**src/rtl/game_pkg.sv**
```systemverilog
// game_pkg: screen geometry and sizing shared by the player and enemy controllers.
package game_pkg;
  localparam int SCREEN_W     = 640;
  localparam int SCREEN_H     = 480;
  localparam int SPRITE_SIZE  = 32;
  localparam int COORD_W      = 10;
  localparam int BULLET_COUNT = 8;

  typedef logic [COORD_W-1:0] coord_t;

  function automatic int idx_w(input int n);
    return n > 1 ? $clog2(n) : 1;
  endfunction
endpackage

```
**src/rtl/free_slot_finder.sv**
```systemverilog
// free_slot_finder: reports whether any slot is free and the lowest free index.
module free_slot_finder
  import game_pkg::*;
#(
  parameter int N = game_pkg::BULLET_COUNT
) (
  input  logic [N-1:0]          active_i,
  output logic                  found_o,
  output logic [idx_w(N)-1:0]   idx_o
);
  localparam int IW = idx_w(N);

  // Scanning downward lets the lowest free index overwrite higher ones.
  always_comb begin
    found_o = 1'b0;
    idx_o   = '0;
    for (int i = N - 1; i >= 0; i--)
      if (!active_i[i]) begin
        found_o = 1'b1;
        idx_o   = IW'(i);
      end
  end
endmodule

```
**src/rtl/player_bullet_controller.sv**
```systemverilog
// player_bullet_controller: synchronises the fire button, rate-limits shots and
// moves a fixed pool of player bullets upward on a periodic tick.
module player_bullet_controller
  import game_pkg::*;
#(
  parameter int BULLET_COUNT    = game_pkg::BULLET_COUNT,
  parameter int MOVE_PERIOD     = 131072,
  parameter int BULLET_SPEED    = 4,
  parameter int COOLDOWN_CYCLES = 2000000,
  parameter int X_OFFSET        = 14
) (
  input  logic                            clk25,
  input  logic                            rst_n,
  input  logic                            fire,
  input  logic [COORD_W-1:0]              player_x,
  input  logic [COORD_W-1:0]              player_y,
  input  logic [BULLET_COUNT-1:0]         bullet_hit,
  output logic [COORD_W*BULLET_COUNT-1:0] bullet_x_flat,
  output logic [COORD_W*BULLET_COUNT-1:0] bullet_y_flat,
  output logic [BULLET_COUNT-1:0]         bullet_active_flat,
  output logic                            shot_fired,
  output logic                            shot_dropped
);
  localparam int IW = idx_w(BULLET_COUNT);
  localparam int TW = idx_w(MOVE_PERIOD);
  localparam int CW = idx_w(COOLDOWN_CYCLES + 1);

  logic [2:0]                           sync_q;
  logic [TW-1:0]                        tick_q, tick_d;
  logic [CW-1:0]                        cool_q, cool_d;
  logic [BULLET_COUNT-1:0][COORD_W-1:0] x_q, x_d, y_q, y_d;
  logic [BULLET_COUNT-1:0]              active_q, active_d;
  logic                                 fired_q, dropped_q;
  logic                                 fire_edge, tick, accept, found;
  logic [IW-1:0]                        free_idx;

  free_slot_finder #(.N(BULLET_COUNT)) u_finder (
    .active_i (active_q),
    .found_o  (found),
    .idx_o    (free_idx)
  );

  // sync_q[1:0] is the metastability pair; sync_q[2] holds the previous level for edge detection.
  assign fire_edge = sync_q[1] & ~sync_q[2];
  assign tick      = tick_q == TW'(MOVE_PERIOD - 1);
  assign accept    = fire_edge && cool_q == '0 && found;
  assign tick_d    = tick ? '0 : tick_q + TW'(1);
  assign cool_d    = accept ? CW'(COOLDOWN_CYCLES - 1) : cool_q - CW'(cool_q != '0);

  always_comb begin
    x_d      = x_q;
    y_d      = y_q;
    active_d = active_q;
    for (int j = 0; j < BULLET_COUNT; j++)
      if (accept && free_idx == IW'(j)) begin
        x_d[j]      = player_x + COORD_W'(X_OFFSET);
        y_d[j]      = player_y;
        active_d[j] = 1'b1;
      end else if (active_q[j] && (bullet_hit[j] || tick)) begin
        active_d[j] = !bullet_hit[j] && y_q[j] >= COORD_W'(BULLET_SPEED);
        if (active_d[j]) y_d[j] = y_q[j] - COORD_W'(BULLET_SPEED);
      end
  end

  always_ff @(posedge clk25 or negedge rst_n)
    if (!rst_n) begin
      sync_q    <= '0;
      tick_q    <= '0;
      cool_q    <= '0;
      x_q       <= '0;
      y_q       <= '0;
      active_q  <= '0;
      fired_q   <= 1'b0;
      dropped_q <= 1'b0;
    end else begin
      sync_q    <= {sync_q[1:0], fire};
      tick_q    <= tick_d;
      cool_q    <= cool_d;
      x_q       <= x_d;
      y_q       <= y_d;
      active_q  <= active_d;
      fired_q   <= accept;
      dropped_q <= fire_edge && !accept;
    end

  assign bullet_x_flat      = x_q;
  assign bullet_y_flat      = y_q;
  assign bullet_active_flat = active_q;
  assign shot_fired         = fired_q;
  assign shot_dropped       = dropped_q;
endmodule

```
**config.mk**
```make
export PLATFORM = sky130hd
export DESIGN_NAME = player_bullet_controller
export DESIGN_NICKNAME = d
export VERILOG_FILES = /design/src/rtl/game_pkg.sv /design/src/rtl/free_slot_finder.sv /design/src/rtl/player_bullet_controller.sv
export SDC_FILE = /design/constraint.sdc
export NUM_CORES = 1
export LEC_CHECK = 0
export CORE_ASPECT_RATIO = 1.25
export CORE_UTILIZATION = 45
export DETAILED_ROUTE_END_ITERATION = 6
export MAX_ROUTING_LAYER = met4
export PLACE_DENSITY_LB_ADDON = 0.05
export SYNTH_ARGS = -nofsm -noshare
export SYNTH_HDL_FRONTEND = slang
export SYNTH_SLANG_ARGS = --single-unit
```
**constraint.sdc**
```tcl
create_clock -name clk25 -period 2.9 [get_ports clk25]
set_input_delay 0.725 -clock clk25 [delete_from_list [all_inputs] [get_ports clk25]]
set_output_delay 0.725 -clock clk25 [all_outputs]
set_load 0.02 [all_outputs]
```
==> flow_results.xml <==
<?xml version="1.0" encoding="UTF-8"?>
<metrics>
  <group name="cells_and_area">
    <metric name="multi_input_comb_area" unit="um^2">4540</metric>
    <metric name="insertedDiodeCount" unit="">0</metric>
    <metric name="final_layout_size_suffix_gt1_frac" unit="">0.108</metric>
    <metric name="synthToLayoutAreaGrowth" unit="%">32.1</metric>
    <metric name="regArea" unit="um^2">5280</metric>
    <metric name="post_layout_nonfiller_instances" unit="">1532</metric>
    <metric name="fill_cells" unit="">1947</metric>
    <metric name="fin_nets" unit="">1287</metric>
  </group>
  <group name="synthesis">
    <metric name="synth-adder-area-share" unit="">0.0259</metric>
    <metric name="seq_area_frac_synth" unit="">0.521</metric>
    <metric name="synthesis.area_per_instance" unit="um^2">9.99</metric>
    <metric name="synth_compound_gate_area_share" unit="">0.116</metric>
    <metric name="synth_nets" unit="">1066</metric>
    <metric name="synth_simple_gate_area_share" unit="">0.219</metric>
    <metric name="multiplexer_share_of_the_synthesized_area" unit="">0.0267</metric>
    <metric name="synth_flop_cell" unit="">dfrtp_1</metric>
    <metric name="synth_async_sr_flop_share" unit="">1.00</metric>
    <metric name="mappedNetlistArea" unit="um^2">10100</metric>
    <metric name="yosysTopAreaCellShare" unit="">0.521</metric>
    <metric name="synth_enable_flop_cells" unit="">0</metric>
    <metric name="largest_family_of_logic_cells_by_synthesized_area" unit="">simple AND/OR/NAND/NOR gates</metric>
    <metric name="yosys.area.top_type" unit="">dfrtp_1</metric>
    <metric name="synth.distinct_cells" unit="">74</metric>
    <metric name="synth-xor-area-share" unit="">0.0570</metric>
    <metric name="synth-seq-cells" unit="">211</metric>
    <metric name="total_of_warnings_raised_by_yosys" unit="">0</metric>
    <metric name="netlist_top_cells_area" unit="">dfrtp_1, nand2_1, o21ai_0</metric>
    <metric name="synthesis.instances" unit="">1014</metric>
  </group>
  <group name="placed_design">
    <metric name="gp_congestion" unit="">0.874</metric>
    <metric name="io_buffers" unit="">200</metric>
    <metric name="place_hpwl" unit="mm">20.0</metric>
    <metric name="placed_cells" unit="">1493</metric>
  </group>
  <group name="cts">
    <metric name="clkLatencyLatePin" unit="ns">0.50</metric>
    <metric name="cts_num_sinks" unit="">211</metric>
    <metric name="cts_tree" unit="">done</metric>
    <metric name="postCtsHoldBufs" unit="">0</metric>
    <metric name="htree_levels" unit="">1</metric>
    <metric name="cts_made_buffers" unit="">23</metric>
    <metric name="cts_max_path_buffers" unit="">3</metric>
    <metric name="clock_tree.root_cell" unit="">clkbuf_16</metric>
    <metric name="clk_pin_slew_worst_paths" unit="ns">0.06</metric>
  </group>
  <group name="sta">
    <metric name="fmaxAchievable" unit="MHz">372</metric>
    <metric name="timing.final.setup_violations" unit="">0</metric>
    <metric name="report.final.slew_viol_count" unit="">0</metric>
    <metric name="final.period_utilization" unit="">0.928</metric>
    <metric name="unrepaired_setup_endpoints_after_global_routing" unit="">false</metric>
    <metric name="slew_headroom" unit="">0.499</metric>
    <metric name="final-hold-violation-count" unit="">0</metric>
    <metric name="slew_of_the_pin_with_the_lowest_slew_margin" unit="ns">0.749</metric>
    <metric name="setup_skew_after_layout" unit="ns">0.00995</metric>
    <metric name="period_needed" unit="ns">2.69</metric>
    <metric name="totalNegativeSetupSlack" unit="ns">0</metric>
  </group>
  <group name="route">
    <metric name="drt_iter0_markers" unit="">408</metric>
    <metric name="vias_per_cell" unit="">5.41</metric>
    <metric name="wl_per_cell" unit="um">18.5</metric>
    <metric name="drt.antenna.violating_nets" unit="">0</metric>
    <metric name="detailedRoute.firstPassIterationCount" unit="">5</metric>
    <metric name="route.detailed.drc" unit="">0</metric>
    <metric name="routed-via-count" unit="">8291</metric>
    <metric name="wl" unit="mm">28.4</metric>
  </group>
  <group name="setup_path">
    <metric name="launch_instance_of_the_worst_register_to_register_path" unit="">tick_q[0]$_DFF_PN0_</metric>
    <metric name="crit_arrival" unit="ns">3.07</metric>
    <metric name="slowest_stage" unit="">or4_1</metric>
    <metric name="worstSetupStartpointType" unit="">flip-flop</metric>
    <metric name="setup_slack_reg_to_reg" unit="ns">0.21</metric>
    <metric name="worst_path_buf_inv" unit="">0</metric>
    <metric name="timing_worst_setup_path_type" unit="">reg -&gt; reg</metric>
    <metric name="worst_reg2reg_path_length_in_cells" unit="">10</metric>
    <metric name="timing.critical_path.slowest_cell_delay" unit="ns">0.50</metric>
    <metric name="critical_path_required" unit="ns">3.27</metric>
    <metric name="path_cells" unit="">ha_1 -&gt; nand3_2 -&gt; nor4_4 -&gt; and3_1 -&gt; ha_2 -&gt; nand3b_1 -&gt; or4_1 -&gt; o21a_1 -&gt; o21ai_0 -&gt; o211ai_1</metric>
    <metric name="critical_path_depth" unit="">10</metric>
    <metric name="critPathCaptureType" unit="">flip-flop</metric>
    <metric name="worst_path_maximum_fanout" unit="">6</metric>
    <metric name="worst_path_dominant_cell_family" unit="">simple AND/OR/NAND/NOR gates</metric>
    <metric name="worstReg2RegEnd" unit="">bullet_y_flat[39]$_DFFE_PN0P_</metric>
  </group>
  <group name="power_and_ir_drop">
    <metric name="leakage" unit="nW">5.80</metric>
    <metric name="max-vdd-ir-drop" unit="V">0.000441</metric>
    <metric name="swShare" unit="">0.267</metric>
    <metric name="power.density" unit="nW/um^2">551</metric>
    <metric name="power_switching" unit="mW">1.97</metric>
    <metric name="internal_power" unit="mW">5.41</metric>
    <metric name="pwr-share-comb" unit="">0.144</metric>
    <metric name="pwr-share-clk" unit="">0.391</metric>
    <metric name="seqPwrFrac" unit="">0.465</metric>
  </group>
  <group name="floorplan">
    <metric name="chipWidth" unit="um">136</metric>
    <metric name="boundaryPins" unit="">201</metric>
    <metric name="die-area" unit="um^2">23100</metric>
    <metric name="core" unit="um^2">22100</metric>
    <metric name="floorplan.die.height" unit="um">170</metric>
    <metric name="initial_core_utilization" unit="">0.458</metric>
    <metric name="fp_rows" unit="">61</metric>
  </group>
  <group name="grt">
    <metric name="grt_overflow" unit="">0</metric>
    <metric name="grt_start_max_net_pins" unit="">72</metric>
    <metric name="grt_pass1_wl" unit="mm">44.7</metric>
    <metric name="grt_antenna_before_repair" unit="">0</metric>
    <metric name="grt_usage" unit="">0.260</metric>
    <metric name="via_count_of_the_first_global_routing_pass" unit="">8083</metric>
  </group>
  <group name="min_path">
    <metric name="worst_min_delay_path_class" unit="">in -&gt; async</metric>
  </group>
  <group name="status">
    <metric name="status" unit="">finished, final reports clean</metric>
  </group>
  <group name="flow_run">
    <metric name="max-cap-violations" unit="">0</metric>
  </group>
</metrics>
==> registers in the layout, summed over array words and instances, names as in the netlist <==
signal	cells
bullet_active_flat	8
bullet_x_flat	80
bullet_y_flat	80
cool_q	21
shot_dropped	1
shot_fired	1
sync_q	3
tick_q	17
==> cells in the mapped netlist, types with 9 or more instances <==
library cell,count
a21oi_1,47
buf_2,19
clkbuf_1,21
dfrtp_1,211
ha_1,21
inv_1,30
mux2_2,17
nand2_1,140
nand2b_1,10
nand3_1,26
nand3b_1,17
nand4_1,16
nand4b_1,10
nor2_1,85
nor3_1,25
nor4_1,18
o211ai_1,13
o21ai_0,69
o21ai_1,22
or3_1,9
xnor2_1,32
xor2_1,34
==> kinds of logic (layout without fill, tap and decap cells) <==
| family | after synthesis | in the layout |
|---|---|---|
| muxes | 24 | 24 |
| and+or+nand+nor | 420 | 420 |
| adders and majority gates | 21 | 21 |
| DFF | 211 | 211 |
| AOI/OAI and AO/OA | 195 | 195 |
| xor gates and xnor gates | 66 | 66 |
| buffers and inverters | 77 | 312 |
==> cells in the final DEF, fill, tap and decap left out, types with 4 or more instances in the layout <==
cell type	instances
dfrtp_1	211
clkdlybuf4s50_1	199
nand2_1	140
nor2_1	85
o21ai_0	69
a21oi_1	47
buf_4	40
xor2_1	34
xnor2_1	32
inv_1	30
nor3_1	25
nand3_1	25
clkbuf_16	23
o21ai_1	22
ha_1	20
nand3b_1	17
mux2_2	17
nand4_1	16
nor4_1	16
o211ai_1	13
nand2b_1	10
nand4b_1	10
or3_1	9
clkbuf_8	9
or4_1	7
nor3b_1	7
nor2b_1	6
or3b_2	6
clkbuf_1	6
a21boi_0	5
nand3_2	4
nor4_4	4
and3_1	4
or2_2	4
and3b_1	4
o21a_1	4
==> power groups by stage <==
stage	clock network [mW]	registers [mW]	logic, mW
floorplan	0	3.53	0.486
global placement	0	3.47	1.06
detailed placement	0	3.48	1.08
CTS	2.95	3.43	1.08
global route	3.06	3.46	1.18
finish	2.88	3.43	1.06
==> what timing repair did <==
item	in CTS	in global routing
gates resized for setup	0	5
setup endpoints to repair	0	42
buffers inserted	0	0
==> how the worst max path moves through the flow <==
stage | start | endpoint | slack, ns
2_1_floorplan | tick_q[0]$_DFF_PN0_ | bullet_y_flat[37]$_DFFE_PN0P_ | 0.24
3_3_place_gp | tick_q[0]$_DFF_PN0_ | bullet_y_flat[77]$_DFFE_PN0P_ | 0.13
3_5_place_dp | tick_q[0]$_DFF_PN0_ | bullet_y_flat[77]$_DFFE_PN0P_ | 0.03
4_1_cts | tick_q[0]$_DFF_PN0_ | bullet_y_flat[77]$_DFFE_PN0P_ | 0.02
5_1_grt | tick_q[0]$_DFF_PN0_ | bullet_y_flat[39]$_DFFE_PN0P_ | 0.01
6_report | tick_q[0]$_DFF_PN0_ | bullet_y_flat[39]$_DFFE_PN0P_ | 0.21
==> per-stage QoR <==
step | util | power (mW) | hold WS, ns | setup slack [ns] | area, um^2
global placement | 0.570 | 4.54 | 0.332 | 0.132 | 12600
CTS | 0.604 | 7.46 | 0.191 | 0.0175 | 13400
detailed placement | 0.570 | 4.55 | 0.337 | 0.0339 | 12600
global route | 0.605 | 7.70 | 0.204 | 0.0105 | 13400
floorplan | - | 4.02 | 0.331 | 0.236 | 10100
finish | 0.605 | 7.37 | 0.180 | 0.208 | 13400
==> layer usage <==
metal	part of all wire	global-route usage	vias up	wire length, um
met2	0.48	0.423	231	13700
met3	0.065	0.0547	51	1850
li1	-	-	3992	-
met1	0.43	0.322	4017	12100
met5	0	-	-	0
met4	0.027	0.0768	0	756
==> layout make-up <==
cell class	count	share of cell area
timing repair buffer	243	0.177
inverter	30	0.00841
sequential	211	0.394
tap	283	0.0264
clock inverter	2	0.00262
clock buffer	37	0.0529
multi-input combinational	726	0.339
No activity file was read; power rests on OpenSTA's default activity.
